[config.mk]
export PLATFORM = sky130hd
export DESIGN_NAME = icap_ctl
export DESIGN_NICKNAME = d
export VERILOG_FILES = /design/src/rtl/icap_pkg.sv /design/src/rtl/icap_fifo.sv /design/src/rtl/icap_ctl.sv
export SDC_FILE = /design/constraint.sdc
export NUM_CORES = 1
export LEC_CHECK = 0
export BUFFER_PORTS_ARGS = -buffer_cell sky130_fd_sc_hd__buf_2
export CORE_ASPECT_RATIO = 0.6
export CORE_MARGIN = 2
export CORE_UTILIZATION = 35
export CTS_CLUSTER_DIAMETER = 60
export CTS_CLUSTER_SIZE = 10
export DETAILED_ROUTE_END_ITERATION = 7
export PLACE_DENSITY = 0.49
export SYNTH_ARGS = -nofsm -noshare
export SYNTH_HDL_FRONTEND = slang
export SYNTH_SLANG_ARGS = --single-unit
[constraint.sdc]
create_clock -name sys_clk -period 2.5 [get_ports sys_clk]
set_input_delay 0.375 -clock sys_clk [delete_from_list [all_inputs] [get_ports sys_clk]]
set_output_delay 0.375 -clock sys_clk [all_outputs]
set_load 0.02 [all_outputs]
[src/rtl/icap_pkg.sv]
// Shared definitions for the ICAP command path: command word field positions,
// FSM state encoding and the per-byte bit reversal the configuration port expects.
package icap_pkg;

    localparam int ICAP_DATA_MSB = 15;
    localparam int ICAP_CE_BIT   = 16;
    localparam int ICAP_WR_BIT   = 17;
    localparam int ICAP_CMD_W    = 18;

    typedef enum logic [1:0] {
        ST_IDLE  = 2'd0,
        ST_SETUP = 2'd1,
        ST_HIGH  = 2'd2
    } icap_state_e;

    // Bit i of each byte moves to bit 7-i; byte order is preserved.
    function automatic logic [15:0] bitswap16(input logic [15:0] d);
        logic [15:0] r;
        for (int i = 0; i < 8; i++) begin
            r[i]     = d[7-i];
            r[8+i]   = d[15-i];
        end
        return r;
    endfunction

endpackage

[src/rtl/icap_fifo.sv]
// DEPTH-entry synchronous command FIFO; pushes while full are ignored and the
// caller is expected to pop only when count is non-zero.
module icap_fifo
    import icap_pkg::*;
#(
    parameter int DEPTH = 4,
    parameter int W     = ICAP_CMD_W,
    parameter int AW    = $clog2(DEPTH)
) (
    input  logic          clk,
    input  logic          rst_n,
    input  logic          push,
    input  logic          pop,
    input  logic [W-1:0]  wdata,
    output logic [W-1:0]  head,
    output logic [AW:0]   count,
    output logic          full
);

    logic [W-1:0]  mem_q [DEPTH];
    logic [AW-1:0] wr_ptr_q, wr_ptr_d;
    logic [AW-1:0] rd_ptr_q, rd_ptr_d;
    logic [AW:0]   count_q, count_d;
    logic          push_ok;
    logic          pop_ok;

    assign full    = (count_q == (AW+1)'(DEPTH));
    assign push_ok = push && !full;
    assign pop_ok  = pop && (count_q != '0);
    assign head    = mem_q[rd_ptr_q];
    assign count   = count_q;

    always_comb begin
        wr_ptr_d = wr_ptr_q;
        rd_ptr_d = rd_ptr_q;
        count_d  = count_q + {{AW{1'b0}}, push_ok} - {{AW{1'b0}}, pop_ok};
        if (push_ok) wr_ptr_d = wr_ptr_q + 1'b1;
        if (pop_ok)  rd_ptr_d = rd_ptr_q + 1'b1;
    end

    always_ff @(posedge clk or negedge rst_n) begin
        if (!rst_n) begin
            wr_ptr_q <= '0;
            rd_ptr_q <= '0;
            count_q  <= '0;
        end else begin
            wr_ptr_q <= wr_ptr_d;
            rd_ptr_q <= rd_ptr_d;
            count_q  <= count_d;
        end
    end

    // Storage needs no reset: pointers and count define which entries are live.
    always_ff @(posedge clk) begin
        if (push_ok) mem_q[wr_ptr_q] <= wdata;
    end

endmodule

[src/rtl/icap_ctl.sv]
// Buffers sysctl ICAP command words and replays each one to the configuration
// port with a generated icap_clk of period 2*CLKDIV sys_clk cycles.
module icap_ctl
    import icap_pkg::*;
#(
    parameter int DEPTH  = 4,
    parameter int CLKDIV = 4
) (
    input  logic        sys_clk,
    input  logic        sys_rst_n,
    input  logic        cmd_stb,
    input  logic [17:0] cmd_data,
    output logic        cmd_ready,
    output logic        busy,
    input  logic        ovf_clr,
    output logic        overflow,
    output logic        icap_clk,
    output logic        icap_ce_n,
    output logic        icap_write_n,
    output logic [15:0] icap_i
);

    localparam int AW = $clog2(DEPTH);
    localparam int CW = $clog2(CLKDIV) + 1;

    icap_state_e state_q, state_d;
    logic [CW-1:0] div_q, div_d;
    logic          clk_q, clk_d;
    logic          ce_n_q, ce_n_d;
    logic          wr_n_q, wr_n_d;
    logic [15:0]   data_q, data_d;
    logic          ovf_q, ovf_d;

    logic [17:0]   head;
    logic [AW:0]   count;
    logic          full;
    logic          empty;
    logic          pop;
    logic          load;
    logic          div_last;

    icap_fifo #(.DEPTH(DEPTH), .W(ICAP_CMD_W)) u_fifo (
        .clk   (sys_clk),
        .rst_n (sys_rst_n),
        .push  (cmd_stb),
        .pop   (pop),
        .wdata (cmd_data),
        .head  (head),
        .count (count),
        .full  (full)
    );

    assign empty    = (count == '0);
    assign div_last = (div_q == CW'(CLKDIV - 1));

    always_comb begin
        state_d = state_q;
        div_d   = div_q;
        clk_d   = clk_q;
        ce_n_d  = ce_n_q;
        wr_n_d  = wr_n_q;
        data_d  = data_q;
        load    = 1'b0;
        pop     = 1'b0;
        case (state_q)
            ST_IDLE: begin
                if (!empty) begin
                    load    = 1'b1;
                    div_d   = '0;
                    state_d = ST_SETUP;
                end
            end
            ST_SETUP: begin
                if (div_last) begin
                    clk_d   = 1'b1;
                    div_d   = '0;
                    state_d = ST_HIGH;
                end else begin
                    div_d = div_q + 1'b1;
                end
            end
            ST_HIGH: begin
                if (div_last) begin
                    // Falling edge doubles as the load edge of the next word: no idle gap.
                    clk_d = 1'b0;
                    div_d = '0;
                    if (!empty) begin
                        load    = 1'b1;
                        state_d = ST_SETUP;
                    end else begin
                        state_d = ST_IDLE;
                    end
                end else begin
                    div_d = div_q + 1'b1;
                end
            end
            default: state_d = ST_IDLE;
        endcase
        if (load) begin
            pop    = 1'b1;
            ce_n_d = head[ICAP_CE_BIT];
            wr_n_d = head[ICAP_WR_BIT];
            data_d = bitswap16(head[ICAP_DATA_MSB:0]);
        end
    end

    // A dropped push beats a simultaneous clear so software never misses it.
    always_comb begin
        ovf_d = ovf_q;
        if (cmd_stb && full) ovf_d = 1'b1;
        else if (ovf_clr)    ovf_d = 1'b0;
    end

    always_ff @(posedge sys_clk or negedge sys_rst_n) begin
        if (!sys_rst_n) begin
            state_q <= ST_IDLE;
            div_q   <= '0;
            clk_q   <= 1'b0;
            ce_n_q  <= 1'b1;
            wr_n_q  <= 1'b1;
            data_q  <= '0;
            ovf_q   <= 1'b0;
        end else begin
            state_q <= state_d;
            div_q   <= div_d;
            clk_q   <= clk_d;
            ce_n_q  <= ce_n_d;
            wr_n_q  <= wr_n_d;
            data_q  <= data_d;
            ovf_q   <= ovf_d;
        end
    end

    assign cmd_ready    = !full;
    assign busy         = (state_q != ST_IDLE) || !empty;
    assign overflow     = ovf_q;
    assign icap_clk     = clk_q;
    assign icap_ce_n    = ce_n_q;
    assign icap_write_n = wr_n_q;
    assign icap_i       = data_q;

endmodule

==> results of run 1 <==
==> cell usage in the layout, fill, tap and decap left out, types with 2 or more instances in the layout <==
cell / Yosys / final
a21oi_1: 4 / 4
ha_1: 11 / 11
clkinv_4: 0 / 2
clkbuf_16: 0 / 9
clkinv_2: 0 / 2
nor2_1: 6 / 6
inv_1: 10 / 10
mux4_2: 18 / 18
xnor2_1: 2 / 2
dfrtp_1: 30 / 30
clkbuf_1: 1 / 2
mux2_4: 18 / 18
nor2b_1: 2 / 2
nand2_1: 2 / 2
and3_1: 4 / 4
o21ai_0: 2 / 2
dfstp_2: 2 / 2
buf_4: 0 / 7
buf_2: 4 / 43
edfxtp_1: 72 / 72
xor2_1: 3 / 3
mux2i_1: 2 / 2
==> stage by stage <==
step                area, sq um   util
detailed placement         4620  0.402
global route               4910  0.427
finish                     4910  0.427
global placement           4620  0.402
CTS                        4910  0.427
floorplan                  4190      -
==> Yosys cell counts <==
library cell,count,share of area
mux4_2,18,0.097
nand4_1,1,0.0015
o21ai_0,2,0.0024
and3b_1,1,0.0021
a32o_1,1,0.0024
o41ai_1,1,0.0021
and3_1,4,0.0060
inv_1,10,0.0090
a32oi_1,1,0.0021
a21oi_1,4,0.0048
fa_1,1,0.0048
o211ai_1,1,0.0018
mux2_4,18,0.064
nand2_1,2,0.0018
and2_1,1,0.0015
mux2_2,1,0.0027
nor2_1,6,0.0054
xnor2_1,2,0.0042
edfxtp_1,72,0.52
xor2_1,3,0.0063
dfrtp_1,30,0.18
and2_0,1,0.0015
mux2i_1,2,0.0048
o21a_1,1,0.0018
nor3_1,1,0.0012
nand2b_1,1,0.0015
buf_12,2,0.0095
ha_1,11,0.033
o21a_4,1,0.0036
dfstp_2,2,0.013
and2_2,1,0.0018
nor2b_1,2,0.0030
or3_4,1,0.0027
clkbuf_1,1,0.00089
buf_2,4,0.0048
a31oi_1,1,0.0015
==> cell families after synthesis <==
logic type	after synthesis
flip-flops	104
multiplexers	39
AND/OR/NAND/NOR	22
buffers and inverters	17
AO/OA/AOI/OAI	13
adder cells (fa/ha/maj)	12
XOR/XNOR	5
==> per-layer routing <==
layer  up-vias  part of all wire
met3         6             0.050
li1        925                 -
met4         0            0.0079
met1      1006              0.51
met5         -                 0
met2        47              0.43
==> registers in the layout, summed over array words and instances, names as in the netlist <==
register	cells
u_fifo.rd_ptr_q	2
u_fifo.mem_q	72
icap_clk	1
icap_write_n	1
state_q	2
u_fifo.count	3
icap_i	16
div_q	3
icap_ce_n	1
u_fifo.wr_ptr_q	2
overflow	1
==> layout make-up <==
type / count / area (sq um) / share of cell area
clock buffer: 11 / 233 / 0.0474
clock inverter: 5 / 57.6 / 0.0117
inverter: 10 / 37.5 / 0.00765
multi-input combinational: 91 / 1130 / 0.230
sequential: 104 / 2970 / 0.604
tap: 160 / 200 / 0.0408
timing repair buffer: 51 / 288 / 0.0586
==> power groups by stage <==
stage                     Sequential (W)  Clock [W]  Combinational [W]
after CTS                        0.00268    0.00142            0.00257
after floorplan                  0.00281          0            0.00187
final                            0.00267    0.00137            0.00252
after global placement           0.00270          0            0.00255
after global routing             0.00274    0.00150            0.00278
after detailed placement         0.00271          0            0.00257
==> final timing paths <==
kind	endpoint	slack, ps	cells past startpoint
worst min register to register	overflow	490	1
worst max register to register	u_fifo.count[2]	260	9
max in group asynchronous	u_fifo.rd_ptr_q[0]	1850	1
worst max-delay path	u_fifo.count[2]	260	9
worst min-delay path	icap_i[11]	120	1
min in group sys_clk	u_fifo.mem_q[2][6]	240	1
==> critical path, cell delays in order, from the launching register on <==
cell     delay, ps
dfrtp_1        390
inv_1           80
ha_1           240
and3b_1        220
o21a_4         200
ha_1           270
inv_1           40
ha_1           180
fa_1           370
xnor2_1        130
==> flow_summary_export.csv, run 1 <==
group,metric,value,unit
yosys,syn_inst,212,
routing,drc,0,
pwr,p_leak,1.91,nW
yosys,yosys_register_bits,104,
clock_tree,cts_root_buf,"clkbuf_16",
run,maxCapViolations,0,
worst_setup_path,critPathKind,"reg2reg",
die,io_pins,44,
yosys,yosys_warnings,0,
sta,fin_setup_tns,0,ps
sta,fmax,447,MHz
yosys,seq_area_frac_synth,0.707,
sta,finalMaxSlewViolations,0,
routing,drt-pass1-iter-count,4,
yosys,synthSimpleGateAreaFrac,0.0298,
placed_design,dp_slack,269,ps
layout,drive_above_1_share,0.393,
clock_tree,clk_latency,340,ps
pwr,seqPwrFrac,0.407,
status,outcome,"completed",
grt,grtUsageMet1,0.177,
placed_design,dp.cells,416,
routing,vias,1984,
yosys,netlist_area,4190,sq um
pwr,p_comb_frac,0.384,
clock_tree,cts_setup_buffers,0,
grt,antenna_found_initial,0,
layout,antenna_cells,0,
yosys,synth-xor-area-share,0.0104,
pwr,p_sw_frac,0.317,
pwr,p_sw,0.00208,W
yosys,avgSynthCellArea,19.8,sq um
worst_setup_path,cp_max_fo,4,
placed_design,dp_hpwl,4590,microns
clock_tree,clk_pin_slew_worst_paths,70,ps
clock_tree,h-tree-depth,3,
sta,hold_violations,0,
layout,area.growth.synth_to_final,17.0,%
min_path,hp-class,"in2async",
routing,first_iter_violations,96,
worst_setup_path,r2r-start,"state_q[0]",
grt,grt_pass1_vias,2078,
die,rows,30,
yosys,synth_compound_area_frac,0.0224,
placed_design,place_congestion,0.782,
sta,setup_slack,262,ps
layout,layout.cells.non_filler,432,
yosys,netlist-cell-type-count,36,
placed_design,io_buffers,43,
die,dieArea,12900,sq um
layout,fill_cells,1074,
pwr,intPower,0.00448,W
clock_tree,cts-buffers-inserted,9,
clock_tree,cts_num_sinks,104,
worst_setup_path,worstSetupStartpoint,"state_q[0]",
clock_tree,cts_resized,0,
sta,worst_pin_slew,817,ps
pwr,powerDensity,1340,nW/um^2
routing,ant_nets,0,
yosys,muxShareOfSynthArea,0.169,
routing,wl,7190,microns
clock_tree,cts_max_path_buffers,2,
layout,fin_nets,301,
pwr,ir_drop,0.446,mV
grt,overflow,0,
sta,hold_slack,122,ps
die,fp.dieW,145,microns
worst_setup_path,endpoint_kind,"flop",
worst_setup_path,cp.required,2730,ps
yosys,synth_top_family_by_area,"multiplexers",
yosys,synthAdderAreaFrac,0.0376,
sta,rsz0062_at_grt,"false",
yosys,syn-num-nets,246,
grt,gr-usage-met3,0.0459,
clock_tree,cts_tree,"yes",
sta,fin_skew,6.64,ps
routing,vias_per_cell,4.59,
grt,grt_pass1_wl,11600,microns
sta,setup_viol,0,
pwr,design_power_total,0.00656,W
grt,grt_use_total,0.125,
grt,met2_usage,0.181,
routing,avgRoutedWirePerCell,16.6,microns
grt,busiest_layer,"met2",
worst_setup_path,crit_arrival,2470,ps
die,coreArea,11500,sq um
sta,finalCritPeriodShare,0.895,
worst_setup_path,critPathLaunchType,"flop",
clock_tree,cts_hold_buffers,0,
sta,slew_headroom,0.455,
sta,fin_crit,2240,ps
die,die_y,88.8,microns
die,initial_core_util,0.365,
grt,grt_max_degree,33,
pwr,clkPwrFrac,0.209,
(Power assumes the default switching activity.)
==> run 2, diff against run 1 <==
--- a/config.mk
+++ b/config.mk
@@ -9,6 +9,7 @@
 export CORE_ASPECT_RATIO = 0.6
 export CORE_MARGIN = 2
 export CORE_UTILIZATION = 35
+export CTS_BUF_LIST = sky130_fd_sc_hd__clkbuf_8
 export CTS_CLUSTER_DIAMETER = 60
 export CTS_CLUSTER_SIZE = 10
 export DETAILED_ROUTE_END_ITERATION = 7
==> flow_summary_export.csv, run 2 (synthesis gave the netlist of run 1 again) <==
group,metric,value,unit
grt,grt_pass1_wl,11500,microns
routing,top_layer,"met4",
die,fp.dieW,145,microns
sta,hold_violations,0,
sta,setup_slack,262,ps
routing,ant_nets,0,
worst_setup_path,rrSetupSlack,260,ps
die,coreArea,11500,sq um
layout,final_area,4810,sq um
sta,fmax,447,MHz
layout,final_cell_mix,"edfxtp_1, buf_2, dfrtp_1, mux4_2, mux2_4",
clock_tree,cts_max_path_buffers,2,
layout,final_common_cell,"edfxtp_1",
worst_setup_path,critPathKind,"reg2reg",
layout,area.growth.synth_to_final,14.6,%
clock_tree,cts-buffers-inserted,9,
sta,fin_crit,2240,ps
grt,grt_pass1_vias,2054,
clock_tree,cts_resized,0,
grt,grt_max_degree,33,
clock_tree,cts_num_sinks,104,
pwr,p_leak,1.87,nW
placed_design,place_congestion,0.782,
routing,drc,0,
sta,fin_skew,9.87,ps
placed_design,dpl_cell_area,4620,sq um
sta,setup_viol,0,
grt,antenna_found_initial,0,
die,rows,30,
clock_tree,cts_hold_buffers,0,
layout,multi_input_comb_area,1130,sq um
clock_tree,cts_root_buf,"clkbuf_8",
worst_setup_path,critPathCapture,"u_fifo.count[2]",
min_path,hp-class,"in2async",
die,io_pins,44,
die,die_y,88.8,microns
clock_tree,h-tree-depth,3,
worst_setup_path,cp.required,2750,ps
pwr,seqPwrFrac,0.431,
layout,top_register,"u_fifo.mem_q",
clock_tree,cts_tree,"yes",
worst_setup_path,critPathLaunchType,"flop",
worst_setup_path,timing.critical_path.mode_cell,"ha_1",
sta,worst_pin_slew,810,ps
worst_setup_path,cp.depth,9,
sta,hold_slack,95.0,ps
status,outcome,"completed",
routing,vias_per_cell,4.51,
routing,avgRoutedWirePerCell,16.4,microns
pwr,intPower,0.00416,W
layout,fin_nets,301,
routing,drt-pass1-iter-count,4,
sta,finalMaxSlewViolations,0,
placed_design,dp_slack,269,ps
worst_setup_path,reg2reg_to,"u_fifo.count[2]",
die,initial_core_util,0.365,
worst_setup_path,worstSetupStartpoint,"state_q[0]",
sta,slew_headroom,0.460,
clock_tree,clk_latency,360,ps
clock_tree,clk_pin_slew_worst_paths,100,ps
run,maxCapViolations,0,
routing,first_iter_violations,68,
worst_setup_path,slowest_delay,400,ps
die,dieArea,12900,sq um
pwr,p_sw_frac,0.327,
layout,largest_reg_flops,72,
worst_setup_path,path_delay_family,"adder cells",
layout,antenna_cells,0,
worst_setup_path,r2r-start,"state_q[0]",
worst_setup_path,path_cells,"inv_1 -> ha_1 -> and3b_1 -> o21a_4 -> ha_1 -> inv_1 -> ha_1 -> fa_1 -> xnor2_1",
placed_design,io_buffers,43,
pwr,clkPwrFrac,0.163,
sta,finalCritPeriodShare,0.895,
pwr,p_comb_frac,0.406,
pwr,design_power_total,0.00618,W
layout,drive_above_1_share,0.393,
pwr,powerDensity,1290,nW/um^2
routing,vias,1950,
grt,grt_use_total,0.122,
pwr,ir_drop,0.443,mV
routing,wl,7110,microns
worst_setup_path,slowest_stage,"dfrtp_1",
worst_setup_path,crit_arrival,2490,ps
layout,fill_cells,1085,
worst_setup_path,endpoint_kind,"flop",
sta,fin_setup_tns,0,ps
clock_tree,cts_setup_buffers,0,
layout,area.sequential,2970,sq um
grt,overflow,0,
pwr,p_sw,0.00202,W
worst_setup_path,cp_max_fo,4,
worst_setup_path,critPathBufInv,2,
routing,m1WireLength,3640,microns
routing,dr_wl_met3,371,microns
sta,rsz0062_at_grt,"false",
worst_setup_path,rr_worst_depth,9,
routing,wl_met2,3040,microns
placed_design,dp_hpwl,4590,microns
[run 2: cell types whose count changed in the layout (fill, tap and decap cells not counted), sizes merged]
cell	change
inv	+2
clkbuf	-2
[run 2: worst min-delay path by stage]
| stage | from | end | slack, ps | cells past startpoint |
|---|---|---|---|---|
| finish | sys_rst_n | icap_i[11] | 90 | 1 |
| global route | sys_rst_n | icap_i[11] | 150 | 1 |
| CTS | sys_rst_n | div_q[2] | 120 | 1 |
| detailed placement | overflow | overflow | 480 | 1 |
| global placement | overflow | overflow | 470 | 1 |
| floorplan | sys_rst_n | div_q[0] | 80 | 0 |
[run 2: stage by stage]
stage / util / cells
finish: 0.419 / 432
global route: 0.419 / 432
CTS: 0.419 / 432
detailed placement: 0.402 / 416
global placement: 0.402 / 416
floorplan: - / 212
[run 2: metal layers]
metal / vias to the layer above / GRT usage
li1: 919 / -
met1: 981 / 0.176
met2: 46 / 0.179
met3: 4 / 0.0412
met4: 0 / 0.0294
met5: - / 0
[run 2: area by class of cell]
| type | instances | share of cell area |
|---|---|---|
| Inverter | 10 | 0.00781 |
| Tap cell | 160 | 0.0416 |
| Clock inverter | 7 | 0.0135 |
| Clock buffer | 9 | 0.0258 |
| Sequential cell | 104 | 0.617 |
| Multi-Input combinational cell | 91 | 0.235 |
| Timing Repair Buffer | 51 | 0.0599 |
[run 2: power groups by stage]
stage / Clock (W) / Sequential (W) / Combinational, W
after global placement: 0 / 0.00270 / 0.00255
after floorplan: 0 / 0.00281 / 0.00187
after detailed placement: 0 / 0.00271 / 0.00257
after global routing: 0.00112 / 0.00274 / 0.00278
final: 0.00101 / 0.00266 / 0.00251
after CTS: 0.00105 / 0.00267 / 0.00257
==> run 3, diff against run 2 <==
--- a/config.mk
+++ b/config.mk
@@ -16,4 +16,5 @@
 export PLACE_DENSITY = 0.49
 export SYNTH_ARGS = -nofsm -noshare
 export SYNTH_HDL_FRONTEND = slang
+export SYNTH_HIERARCHICAL = 1
 export SYNTH_SLANG_ARGS = --single-unit
==> flow_summary_export.csv, run 3 <==
group,metric,value,unit
yosys,synth_top_area_share,0.512,
clock_tree,cts_tree,"yes",
worst_setup_path,path_cells,"ha_2 -> and3b_2 -> o21ai_4 -> inv_2 -> o31a_1 -> ha_1 -> inv_1 -> ha_1 -> inv_2 -> fa_2 -> xnor2_2 -> xnor2_1",
grt,grt_use_total,0.125,
layout,final_cell_mix,"edfxtp_1, buf_2, dfrtp_1, buf_4, mux4_2",
clock_tree,cts_max_path_buffers,2,
run,maxCapViolations,0,
yosys,yosys-top-cells-area,"edfxtp_1, dfrtp_1, mux4_2",
status,outcome,"completed",
pwr,powerDensity,1240,nW/um^2
layout,final_area,4970,sq um
yosys,yosysMostFrequentCell,"edfxtp_1",
die,fp.dieW,146,microns
yosys,seq_area_frac_synth,0.703,
routing,avgRoutedWirePerCell,16.8,microns
sta,slew_headroom,0.446,
clock_tree,clk_pin_slew_worst_paths,90,ps
worst_setup_path,cp.depth,12,
clock_tree,cts_hold_buffers,0,
worst_setup_path,critPathKind,"reg2reg",
yosys,yosysTopAreaCell,"edfxtp_1",
die,initial_core_util,0.354,
yosys,synth_edf_count,72,
routing,first_iter_violations,98,
layout,utilization,0.417,
worst_setup_path,crit_arrival,2670,ps
worst_setup_path,path_delay_family,"adder cells",
clock_tree,h-tree-depth,3,
yosys,synth.top_cells.by_count,"edfxtp_1, dfrtp_1, mux4_2",
worst_setup_path,critPathBufInv,3,
layout,area.growth.synth_to_final,17.8,%
grt,overflow,0,
die,dieArea,13000,sq um
pwr,p_leak,1.90,nW
die,rows,31,
routing,vias,2056,
routing,vias_per_cell,4.54,
worst_setup_path,cp_max_fo,4,
yosys,syn_inst,214,
die,coreArea,11900,sq um
clock_tree,cts_root_buf,"clkbuf_8",
yosys,ys_async_sr_fraction,0.308,
die,io_pins,44,
worst_setup_path,critPathLaunchType,"flop",
routing,drc,0,
yosys,netlist_area,4220,sq um
worst_setup_path,slowest_stage,"dfrtp_1",
clock_tree,cts_num_sinks,104,
worst_setup_path,rr_worst_depth,12,
grt,grt_pass1_wl,11800,microns
layout,drive_above_1_share,0.438,
layout,antenna_cells,0,
routing,ant_nets,0,
sta,setup_viol,0,
sta,fin_crit,2430,ps
sta,fmax,411,MHz
yosys,syn-num-nets,248,
grt,grt_max_degree,33,
routing,wl,7610,microns
yosys,synth_ff_type,"edfxtp_1",
min_path,hp-class,"in2async",
layout,largest_reg_flops,72,
layout,final_common_cell,"edfxtp_1",
pwr,ir_drop,0.541,mV
yosys,yosys_warnings,6,
worst_setup_path,rrSetupSlack,70,ps
die,die_y,89.1,microns
sta,fin_skew,10.8,ps
clock_tree,cts-buffers-inserted,9,
sta,rsz0062_at_grt,"true",
sta,fin_setup_tns,0,ps
layout,top_register,"u_fifo/mem_q",
grt,grt_pass1_vias,2029,
sta,finalMaxSlewViolations,0,
sta,hold_slack,113,ps
yosys,netlist-cell-type-count,34,
grt,antenna_found_initial,1,
clock_tree,clk_latency,360,ps
sta,hold_violations,0,
worst_setup_path,cp.required,2740,ps
routing,drt-pass1-iter-count,4,
placed_design,io_buffers,43,
placed_design,place_congestion,0.718,
sta,finalCritPeriodShare,0.972,
yosys,avgSynthCellArea,19.7,sq um
yosys,yosys_register_bits,104,
worst_setup_path,slowest_delay,390,ps
layout,fin_nets,317,
placed_design,dpl_cell_area,4720,sq um
sta,worst_pin_slew,832,ps
worst_setup_path,endpoint_kind,"flop",
placed_design,dp_hpwl,4900,microns
[run 3: cell types whose count changed after synthesis, moves of 3 or more]
cell | previous run | this run
and3_1 | 4 | 0
and3b_1 | 1 | 5
buf_2 | 4 | 1
mux2_2 | 1 | 9
mux2_4 | 18 | 9
nand2b_1 | 1 | 6
nor2_1 | 6 | 2
o21ai_0 | 2 | 5
[run 3: path summary, 6_finish.rpt]
| path | startpoint | to |
|---|---|---|
| max | div_q[1] | u_fifo/count[2] |
| min reg2reg | icap_i[1] | icap_i[1] |
| min | sys_rst_n | state_q[0] |
| max reg2reg | div_q[1] | u_fifo/count[2] |
| max in group asynchronous | sys_rst_n | icap_i[10] |
| min in group sys_clk | ovf_clr | overflow |
[run 3: cell type report]
class                           instances  area [sq um]
Clock buffer                           10           138
Clock inverter                          6          53.8
Fill cell                            1090          6940
Inverter                               11          41.3
Multi-Input combinational cell         94          1190
Sequential cell                       104          2970
Tap cell                              165           206
Timing Repair Buffer                   63           378
[run 3: cell families (layout without fill, tap and decap cells)]
kind of cell	after synthesis	count (layout)	synth area share
DFF	104	104	0.703
muxes	36	36	0.152
and+or+nand+nor	23	23	0.0448
AOI/OAI and AO/OA	19	19	0.0320
buffers and inverters	16	90	0.0228
adders and majority gates	12	12	0.0374
xor gates and xnor gates	4	4	0.00830
[run 3: worst register-to-register path, stage by stage (launching register included)]
cell	delay, ps
dfrtp_1	390
ha_2	200
and3b_2	230
o21ai_4	140
inv_2	50
o31a_1	120
ha_1	300
inv_1	60
ha_1	150
inv_2	40
fa_2	370
xnor2_2	150
xnor2_1	120
[run 3: layer usage]
metal  routed length, microns  global-route usage
met5                        7                   0
met4                       65              0.0401
met3                      363              0.0474
met2                     3260               0.179
met1                     3920               0.178
[run 3: per-stage QoR]
step / total power (W) / setup WS, ps / std cells
2_1_floorplan: 0.00443 / -182 / 214
3_3_place_gp: 0.00512 / 111 / 432
3_5_place_dp: 0.00515 / 78.1 / 432
4_1_cts: 0.00621 / 24.8 / 448
5_1_grt: 0.00659 / -24.4 / 453
6_report: 0.00618 / 69.8 / 453
[run 3: where the power goes]
part           switching, W  leakage (nW)  internal [W]
combinational       0.00127         0.752       0.00129
sequential         0.000223          1.04       0.00238
clock              0.000532         0.108      0.000479
[run 3: what timing repair did]
action,4_1_cts,5_1_grt
setup buffers,0,5
resized for setup,1,5
endpoints found under the setup margin,1,1
pin swaps,0,7
